===== config.mk =====
export PLATFORM = sky130hd
export DESIGN_NAME = spi_rx_flat
export DESIGN_NICKNAME = d
export VERILOG_FILES = /design/src/rtl/spi_pkg.sv /design/src/rtl/spi_rx_if.sv /design/src/rtl/spi_sync.sv /design/src/rtl/spi_rx.sv /design/src/flat_wrapper.sv
export SDC_FILE = /design/constraint.sdc
export NUM_CORES = 1
export LEC_CHECK = 0
export BUFFER_PORTS_ARGS = -buffer_cell sky130_fd_sc_hd__clkbuf_2
export CAP_MARGIN = 30
export CORE_MARGIN = 1
export CORE_UTILIZATION = 58
export DETAILED_ROUTE_END_ITERATION = 8
export PLACE_DENSITY = 0.81
export SETUP_SLACK_MARGIN = 0.4
export SYNTH_ARGS = -nofsm -noshare
export SYNTH_HDL_FRONTEND = slang
export SYNTH_SLANG_ARGS = --single-unit

===== constraint.sdc =====
create_clock -name clk -period 3.55 [get_ports clk]
set_clock_uncertainty 0.05 [all_clocks]
set_input_delay 0.355 -clock clk [delete_from_list [all_inputs] [get_ports clk]]
set_output_delay 0.355 -clock clk [all_outputs]
set_load 0.02 [all_outputs]

===== src/rtl/spi_pkg.sv =====
// Shared SPI constants and types for the receiver and the transmitter.
// Latency: n/a (package only).
// Backpressure: n/a (package only).
// Contents: default word width, receiver FSM state type, minimum scl half-period.
package spi_pkg;

  // Default bits per word; words travel MSB first.
  localparam int DATA_WIDTH_DEF = 8;

  // Shortest scl high or low phase, in system clocks. The receiver cannot
  // resolve edges closer than this. The transmitter's divider check uses it too.
  localparam int SCL_HALF_MIN = 4;

  // Receiver control states.
  typedef enum logic [1:0] {
    WAIT_HIGH = 2'd0,
    IDLE      = 2'd1,
    SHIFT     = 2'd2
  } rx_state_t;

endpackage


===== src/rtl/spi_rx_if.sv =====
// Groups the SPI serial lines and the receiver's word-output strobes.
// Latency: n/a (wiring only).
// Backpressure: none; the receive side has no ready, and the consumer must take every rx_valid.
// Ports: cs/scl/sda come from the link. rx_data/rx_valid/frame_err/busy go to the consumer.
interface spi_rx_if
  import spi_pkg::*;
#(
  parameter int DATA_WIDTH = DATA_WIDTH_DEF
);

  logic                  cs;         // chip select, active-low, async
  logic                  scl;        // serial clock, idle low, async
  logic                  sda;        // serial data, async
  logic [DATA_WIDTH-1:0] rx_data;    // last completed word
  logic                  rx_valid;   // one-cycle pulse on rx_data update
  logic                  frame_err;  // one-cycle pulse on mid-word abort
  logic                  busy;       // high while shifting a frame

  // The link side drives the serial lines and observes the results.
  modport master (
    output cs, scl, sda,
    input  rx_data, rx_valid, frame_err, busy
  );

  // The receiver samples the serial lines and drives the results.
  modport slave (
    input  cs, scl, sda,
    output rx_data, rx_valid, frame_err, busy
  );

endinterface


===== src/rtl/spi_sync.sv =====
// Multi-flop synchronizer for one asynchronous line, with registered edge strobes.
// Latency: sync_o follows d_i after STAGES clocks; rise_o/fall_o come one clock after sync_o changes.
// Backpressure: none; this is a free-running sampler.
// Ports: clk_i, reset_i (sync, active-high), d_i async in; sync_o, rise_o, fall_o out.
module spi_sync #(
  parameter int STAGES = 2  // must be >= 2 for metastability settling
) (
  input  logic clk_i,
  input  logic reset_i,
  input  logic d_i,
  output logic sync_o,
  output logic rise_o,
  output logic fall_o
);

  logic [STAGES-1:0] sync_q;
  logic              dly_q;
  logic              rise_q;
  logic              fall_q;

  always_ff @(posedge clk_i) begin
    if (reset_i) begin
      sync_q <= '0;
      dly_q  <= 1'b0;
      rise_q <= 1'b0;
      fall_q <= 1'b0;
    end else begin
      sync_q <= {sync_q[STAGES-2:0], d_i};
      dly_q  <= sync_q[STAGES-1];
      // The strobes are registered, so the consumer sees a detected edge
      // STAGES clocks after the first capture. That gives the documented
      // three-cycle input-to-word latency at the default depth.
      rise_q <= sync_q[STAGES-1] & ~dly_q;
      fall_q <= ~sync_q[STAGES-1] & dly_q;
    end
  end

  assign sync_o = sync_q[STAGES-1];
  assign rise_o = rise_q;
  assign fall_o = fall_q;

endmodule


===== src/rtl/spi_rx.sv =====
// SPI responder receiver: synchronizes cs/scl/sda, shifts in MSB-first words, and strobes each completed word.
// Latency: rx_data/rx_valid update 3 clocks after the scl rising edge is first captured (SYNC_STAGES=2).
// Backpressure: none; each word is a one-cycle rx_valid pulse, and rx_data is held until the next word.
// Ports: clk, reset (sync, active-high), bus (spi_rx_if.slave: cs/scl/sda in; rx_data/rx_valid/frame_err/busy out).
module spi_rx
  import spi_pkg::*;
#(
  parameter int DATA_WIDTH  = DATA_WIDTH_DEF,  // must match the interface's DATA_WIDTH
  parameter int SYNC_STAGES = 2                // minimum 2
) (
  input  logic      clk,
  input  logic      reset,
  spi_rx_if.slave   bus
);

  localparam int                CNT_W    = $clog2(DATA_WIDTH);
  localparam logic [CNT_W-1:0]  CNT_LAST = CNT_W'(DATA_WIDTH - 1);

  logic cs_sync, cs_rise, cs_fall_unused;
  logic scl_sync_unused, scl_rise, scl_fall_unused;
  logic sda_sync, sda_rise_unused, sda_fall_unused;

  spi_sync #(.STAGES(SYNC_STAGES)) u_sync_cs (
    .clk_i   (clk),
    .reset_i (reset),
    .d_i     (bus.cs),
    .sync_o  (cs_sync),
    .rise_o  (cs_rise),
    .fall_o  (cs_fall_unused)
  );

  spi_sync #(.STAGES(SYNC_STAGES)) u_sync_scl (
    .clk_i   (clk),
    .reset_i (reset),
    .d_i     (bus.scl),
    .sync_o  (scl_sync_unused),
    .rise_o  (scl_rise),
    .fall_o  (scl_fall_unused)
  );

  // sda goes through the same depth as scl. The sender holds it for several
  // clocks around the scl rise, so the one-clock gap between sync_o and the
  // registered rise strobe still samples the intended bit.
  spi_sync #(.STAGES(SYNC_STAGES)) u_sync_sda (
    .clk_i   (clk),
    .reset_i (reset),
    .d_i     (bus.sda),
    .sync_o  (sda_sync),
    .rise_o  (sda_rise_unused),
    .fall_o  (sda_fall_unused)
  );

  rx_state_t             state_q, state_d;
  logic [CNT_W-1:0]      cnt_q, cnt_d;
  logic [DATA_WIDTH-1:0] shift_q, shift_d;
  logic [DATA_WIDTH-1:0] rx_data_q, rx_data_d;
  logic                  rx_valid_q, rx_valid_d;
  logic                  frame_err_q, frame_err_d;
  logic                  busy_q, busy_d;

  always_ff @(posedge clk) begin
    if (reset) begin
      state_q     <= WAIT_HIGH;
      cnt_q       <= '0;
      shift_q     <= '0;
      rx_data_q   <= '0;
      rx_valid_q  <= 1'b0;
      frame_err_q <= 1'b0;
      busy_q      <= 1'b0;
    end else begin
      state_q     <= state_d;
      cnt_q       <= cnt_d;
      shift_q     <= shift_d;
      rx_data_q   <= rx_data_d;
      rx_valid_q  <= rx_valid_d;
      frame_err_q <= frame_err_d;
      busy_q      <= busy_d;
    end
  end

  always_comb begin
    state_d     = state_q;
    cnt_d       = cnt_q;
    shift_d     = shift_q;
    rx_data_d   = rx_data_q;
    rx_valid_d  = 1'b0;
    frame_err_d = 1'b0;

    unique case (state_q)
      // After reset, cs must first be seen high. If reset is released
      // mid-frame, this keeps us from capturing a misaligned word.
      WAIT_HIGH: begin
        if (cs_sync) state_d = IDLE;
      end

      IDLE: begin
        cnt_d = '0;
        if (!cs_sync) state_d = SHIFT;
      end

      SHIFT: begin
        if (scl_rise) begin
          shift_d = {shift_q[DATA_WIDTH-2:0], sda_sync};
          if (cnt_q == CNT_LAST) begin
            cnt_d      = '0;
            rx_data_d  = shift_d;
            rx_valid_d = 1'b1;
          end else begin
            cnt_d = cnt_q + 1'b1;
          end
        end
        // A cs rise ends the frame. If it coincides with the final bit, the
        // word has already completed above and is not an error. Any other
        // partial word, including a bit arriving in the same cycle, is dropped.
        if (cs_rise) begin
          state_d = IDLE;
          cnt_d   = '0;
          shift_d = shift_q;
          if (!rx_valid_d && (cnt_q != '0)) frame_err_d = 1'b1;
        end
      end

      default: state_d = WAIT_HIGH;
    endcase

    busy_d = (state_d == SHIFT);
  end

  assign bus.rx_data   = rx_data_q;
  assign bus.rx_valid  = rx_valid_q;
  assign bus.frame_err = frame_err_q;
  assign bus.busy      = busy_q;

endmodule


===== src/flat_wrapper.sv =====
// flat-port wrapper written by rule: the top's interface ports become plain ports
module spi_rx_flat import spi_pkg::*;
#(
  parameter int DATA_WIDTH  = DATA_WIDTH_DEF,                                          
  parameter int SYNC_STAGES = 2                            
)
  (clk, reset, bus_cs, bus_scl, bus_sda, bus_rx_data, bus_rx_valid, bus_frame_err, bus_busy);
  spi_rx_if #(.DATA_WIDTH(DATA_WIDTH)) bus_i ();
  input  logic clk;
  input  logic reset;
  input wire logic [$bits(bus_i.cs)-1:0] bus_cs;
  input wire logic [$bits(bus_i.scl)-1:0] bus_scl;
  input wire logic [$bits(bus_i.sda)-1:0] bus_sda;
  output wire logic [$bits(bus_i.rx_data)-1:0] bus_rx_data;
  output wire logic [$bits(bus_i.rx_valid)-1:0] bus_rx_valid;
  output wire logic [$bits(bus_i.frame_err)-1:0] bus_frame_err;
  output wire logic [$bits(bus_i.busy)-1:0] bus_busy;
  assign bus_i.cs = bus_cs;
  assign bus_i.scl = bus_scl;
  assign bus_i.sda = bus_sda;
  assign bus_rx_data = bus_i.rx_data;
  assign bus_rx_valid = bus_i.rx_valid;
  assign bus_frame_err = bus_i.frame_err;
  assign bus_busy = bus_i.busy;
  spi_rx #(.DATA_WIDTH(DATA_WIDTH), .SYNC_STAGES(SYNC_STAGES)) u_core (.clk(clk), .reset(reset), .bus(bus_i));
endmodule

* After elaboration in Yosys (flattened, before gate mapping)
Index checks and enable logic that the tools add are counted.
** Word-level totals
- RAM bits :: 0
- Input bits :: 5
- Output and inout bits :: 11
- Latch bits :: 0
- ROM bits :: 0
- Memories kept :: 0
- Register bits after elaboration :: 33
- Logic and storage cells :: 48
** Cells by class
- $add $sub $neg :: 1
- Div/mod/pow operators :: 0
- Multipliers :: 0
- Order comparisons :: 0
- Mux-type cells :: 12
- Reduce and logical (&&, ||, !) cells :: 10
- Shift operators :: 0
- Bitwise gates (word level) :: 6
- Eq/ne operators :: 5
** Operators with widths (number)
- $mux W3 :: 3
- $mux W2 :: 3
- $pmux W2 S3 :: 1
- $pmux W3 S2 :: 1
- $reduce_and A3 Y1 :: 2
- $eq A2 B2 Y1 const B :: 2
- $mux W1 :: 4
- $not A1 Y1 :: 4
- $add A3 B1 Y3 const B :: 1
- $eq A3 B3 Y1 const B :: 1
- $ne A3 B3 Y1 const B :: 1
- $reduce_bool A3 Y1 :: 1
- $reduce_or A3 Y1 :: 1
- $and A1 B1 Y1 :: 2
- $eq A2 B1 Y1 const B :: 1
- $logic_not A2 Y1 :: 1
- $reduce_and A2 Y1 :: 1
- $reduce_bool A2 Y1 :: 1
- $reduce_or A2 Y1 :: 1
- $logic_and A1 B1 Y1 :: 1
- $logic_not A1 Y1 :: 1

* Depth between registers and ports, before layout
- Depth in word-level cells :: 7
- Depth in mapped cells :: 6

* Modules after synthesis
A second synthesis with hierarchy kept.
** Unflattened totals
- Cells, all modules :: 121
- Area, all modules :: 1277.5 µm²
** By module, submodules not included
- spi_rx :: area each 875.8 µm², cells each 91, times used 1
- spi_sync :: area each 133.9 µm², cells each 10, times used 3

* Worst setup path after synthesis
Ideal clock, no wire load.
- Path type :: reg2reg
- From :: reg u_core.cnt_q[0]
- To :: reg u_core.rx_data_q[0] (netlist: u_core.bus.rx_data[0])
- Clock period less this slack :: 1318 ps
- Arrival time :: 1135 ps
- Stages on the path, launching flop included :: 7
- Path slack :: 2232 ps
- Required time :: 3368 ps
- Path through :: dfxtp_1 -> ha_1 -> ha_1 -> and4b_1 -> buf_2 -> nand2_1 -> a21oi_1
** Between the ends
- Cells in the longest elaborated chain, start to end :: 2
** Ends and longest elaborated chain
- start, declared :: line spi_rx.sv:54 : logic [CNT_W-1:0] cnt_q, cnt_d;
- start signal, assigned :: line spi_rx.sv:72 : cnt_q <= cnt_d;
- $eq A3 B3 Y1 :: line spi_rx.sv:104 : if (cnt_q == CNT_LAST) begin
- $reduce_and A3 Y1 (no line)
- end signal, assigned :: line spi_rx.sv:74 : rx_data_q <= rx_data_d;
- end, declared :: line spi_rx.sv:56 : logic [DATA_WIDTH-1:0] rx_data_q, rx_data_d;
No other way between the ends.
A chain may end at the register's enable or synchronous reset.

* Final worst setup path
- From :: reg u_core.cnt_q[0]
- To :: reg u_core.rx_data_q[2] (netlist: u_core.bus.rx_data[2])
The elaborated chain is that of the path after synthesis.

==> key figures <==
Status
  • Outcome: finished clean

Placed design
  • RePlAce Congestion: 0.769
  • Post-DP HPWL: 1180 um
  • DP Area: 1220 um^2
  • Port Buffer Count: 15
  • Placed Cells: 148

Drt
  • Remaining DRCs: 0
  • Vias post-DR: 768
  • Initial DRC count: 7
  • Final Routed Wirelength: 1660 um
  • Routed length per placed instance: between 10 and 15 um
  • Drt pass-1 iters: 4
  • DR vias/cell: 4.92
  • Routed Antenna Nets: 0

Pwr
  • Maximum VDD drop: about 0.00045 V
  • P_leak: 0.585 nW
  • Power per cell area: 521 nW/um^2

Yosys
  • Seq cells post-synth: 33
  • Post-synthesis sequential area ratio: 57.9%
  • Synth warn: 0
  • Syn_area_per_cell: 10.1 um^2
  • Distinct cells, synth: 23
  • Mapped Area: between 1000 and 1500 um^2
  • Syn_nets: roughly 120
  • Post-synth ARST share: 0%
  • EDFF count, synth: 0
  • Post-synth top flop: dfxtp_1
  • Cell count after synthesis: 113

Min path
  • Worst Hold Class: in -> reg
  • WHS Path Cells: 2

Timing
  • Achievable clock frequency: between 0.6 and 0.7 GHz
  • Setup violations, final: 0
  • Hold Slack: approximately 0.18 ns
  • Period utilisation layout: 43.9%
  • Worst-Margin Slew: about 0.53 ns
  • Fin. Hold Viols: 0
  • Final Critical Period: 1.56 ns
  • Unrepaired setup endpoints after global routing: false
  • Setup_tns: 0 ns
  • Slew HR: between 60% and 70%
  • Final max-slew violation count: 0

Layout
  • Design Area, Final: 1310 um^2
  • Most frequent cells in the layout: dfxtp_1, nand2_1, clkbuf_2
  • FILL cells: 147
  • Fin nets: 138
  • Diodes inserted: 0
  • Share of cells above drive strength 1: 18.3%
  • Final std cells w/o fill: 156
  • Commonest non-fill, non-tap cell in the layout: dfxtp_1
  • Utilization after layout: 73.3%
  • Layout area overhead: 14.6%

Global routing
  • Gr ovfl total: 0
  • Largest net degree at the start of global routing: 30
  • Initial antenna violation count: 0
  • Vias in the first global route: 640
  • Total GRT Usage: a little under a fifth
  • First-pass GRT wire length: 2660 um

Clock tree
  • CTS tree: done
  • Reg clk slew, reported paths: 0.10 ns
  • Max H-tree Level: 2
  • Num CTS Buffers: 5
  • Clk sinks: 33
  • Worst-Skew Late Latency: roughly 0.33 ns
  • CTS max path bufs: 2
  • Resized cells post-CTS: 0
  • Hold Buf Count CTS: 0
  • CTS root buf: clkbuf_4
  • Post-CTS Setup Inserts: 0

Critical path
  • CP endpoint: u_core.bus.rx_data[2]
  • Slowest-stage cell, CP: dfxtp_1
  • Worst R2R End: u_core.bus.rx_data[2]
  • Cell count along the critical path: 5
  • Beginning of the critical path: u_core.cnt_q[0]
  • Crit path DAT: 1.71 ns
  • Crit path top cell by count: ha_1
  • Setup crit end kind: flop
  • Reg2reg start: u_core.cnt_q[0]
  • Buffers & Inverters on Critical Path: 0
  • Reg2reg setup slack: 1.99 ns
  • CP Max Fanout: 9
  • Crit path max-delay family: simple AND/OR/NAND/NOR gates
  • Startpoint types: flop
  • WP data required: 3.70 ns
  • CP peak stage delay: 0.39 ns
  • Crit path kind: reg -> reg
  • CP cell instances: ha_1, ha_1, nand4b_1, nand2_1, a21oi_1
  • R2R cell count: 5

Floorplan
  • Die width: 46.4 um
  • DIE HEIGHT: between 40 and 50 um
  • Core area: 1780 um^2
  • Initial Utilization: 64.0%
  • Boundary pin count: 16
  • DIE AREA: 2150 um^2
  • Num rows: 15

Job
  • Max-cap viol count: 0
==> worst reg2reg max path, stage by stage, from the launching register on <==
cell      delay [ns]
dfxtp_1         0.39
ha_1            0.17
ha_1            0.22
nand4b_1        0.35
nand2_1         0.18
a21oi_1         0.08
==> stage by stage <==
stage	setup slack (ns)	total power, mW
6_report	1.99	0.681
5_1_grt	1.87	0.703
4_1_cts	1.96	0.685
3_5_place_dp	1.98	0.402
3_3_place_gp	2.03	0.401
2_1_floorplan	2.23	0.398
==> cells in the mapped netlist, types with 2 or more instances <==
cell type,n,area [um^2]
inv_1,4,15.0
nand2_1,16,60.1
nand2b_1,3,18.8
dfxtp_1,33,661
buf_2,2,10.0
nor2b_1,9,56.3
buf_1,2,7.51
nor2_1,10,37.5
a22o_1,3,26.3
mux2i_1,7,70.1
ha_1,3,37.5
a21oi_1,10,50.1
==> where the power goes <==
| group | internal, mW | leakage (nW) | switching [mW] |
|---|---|---|---|
| Sequential | 0.375 | 0.268 | 0.00242 |
| Combinational | 0.00645 | 0.272 | 0.00876 |
| Clock | 0.168 | 0.0455 | 0.120 |
| Total | 0.550 | 0.585 | 0.131 |
==> state kept, by name, summed over array words and instances (netlist names), 2 cells and up <==
name	count
u_core.u_sync_scl.sync_q	2
u_core.u_sync_cs.sync_q	2
u_core.cnt_q	3
u_core.shift_q	7
u_core.state_q	2
u_core.bus.rx_data	8
u_core.u_sync_sda.sync_q	2
==> worst min path at each step <==
stage / startpoint / slack, ns / end
3_3_place_gp: u_core.u_sync_scl.dly_q / 0.32 / u_core.u_sync_scl.rise_o
6_report: bus_scl / 0.18 / u_core.u_sync_scl.sync_q[0]
4_1_cts: bus_scl / 0.18 / u_core.u_sync_scl.sync_q[0]
2_1_floorplan: u_core.u_sync_scl.dly_q / 0.32 / u_core.u_sync_scl.rise_o
5_1_grt: bus_sda / 0.19 / u_core.u_sync_sda.sync_q[0]
3_5_place_dp: u_core.u_sync_scl.dly_q / 0.32 / u_core.u_sync_scl.rise_o
==> routing by layer <==
layer	global-route usage (%)	vias up	wire (um)
met5	0	-	0
met4	12.4	0	40
met3	10.6	4	79
met2	25.8	20	742
met1	23.2	334	801
li1	-	410	-
==> kinds of logic after synthesis <==
family | after synthesis | synth area share (%)
and+or+nand+nor | 45 | 20.2
DFF | 33 | 57.9
AOI/OAI and AO/OA | 16 | 8.99
buffers and inverters | 9 | 3.51
muxes | 7 | 6.14
adders and majority gates | 3 | 3.29
==> final cells by class <==
| cell class | instances | area, um^2 | share of cell area [%] |
|---|---|---|---|
| clock buffer | 7 | 55.1 | 4.21 |
| clock inverter | 1 | 30.0 | 2.30 |
| inverter | 4 | 15.0 | 1.15 |
| multi-input combinational | 71 | 440 | 33.7 |
| sequential | 33 | 661 | 50.5 |
| tap | 25 | 31.3 | 2.39 |
| timing repair buffer | 15 | 75.1 | 5.74 |
No activity file was read; power rests on OpenSTA's default activity.
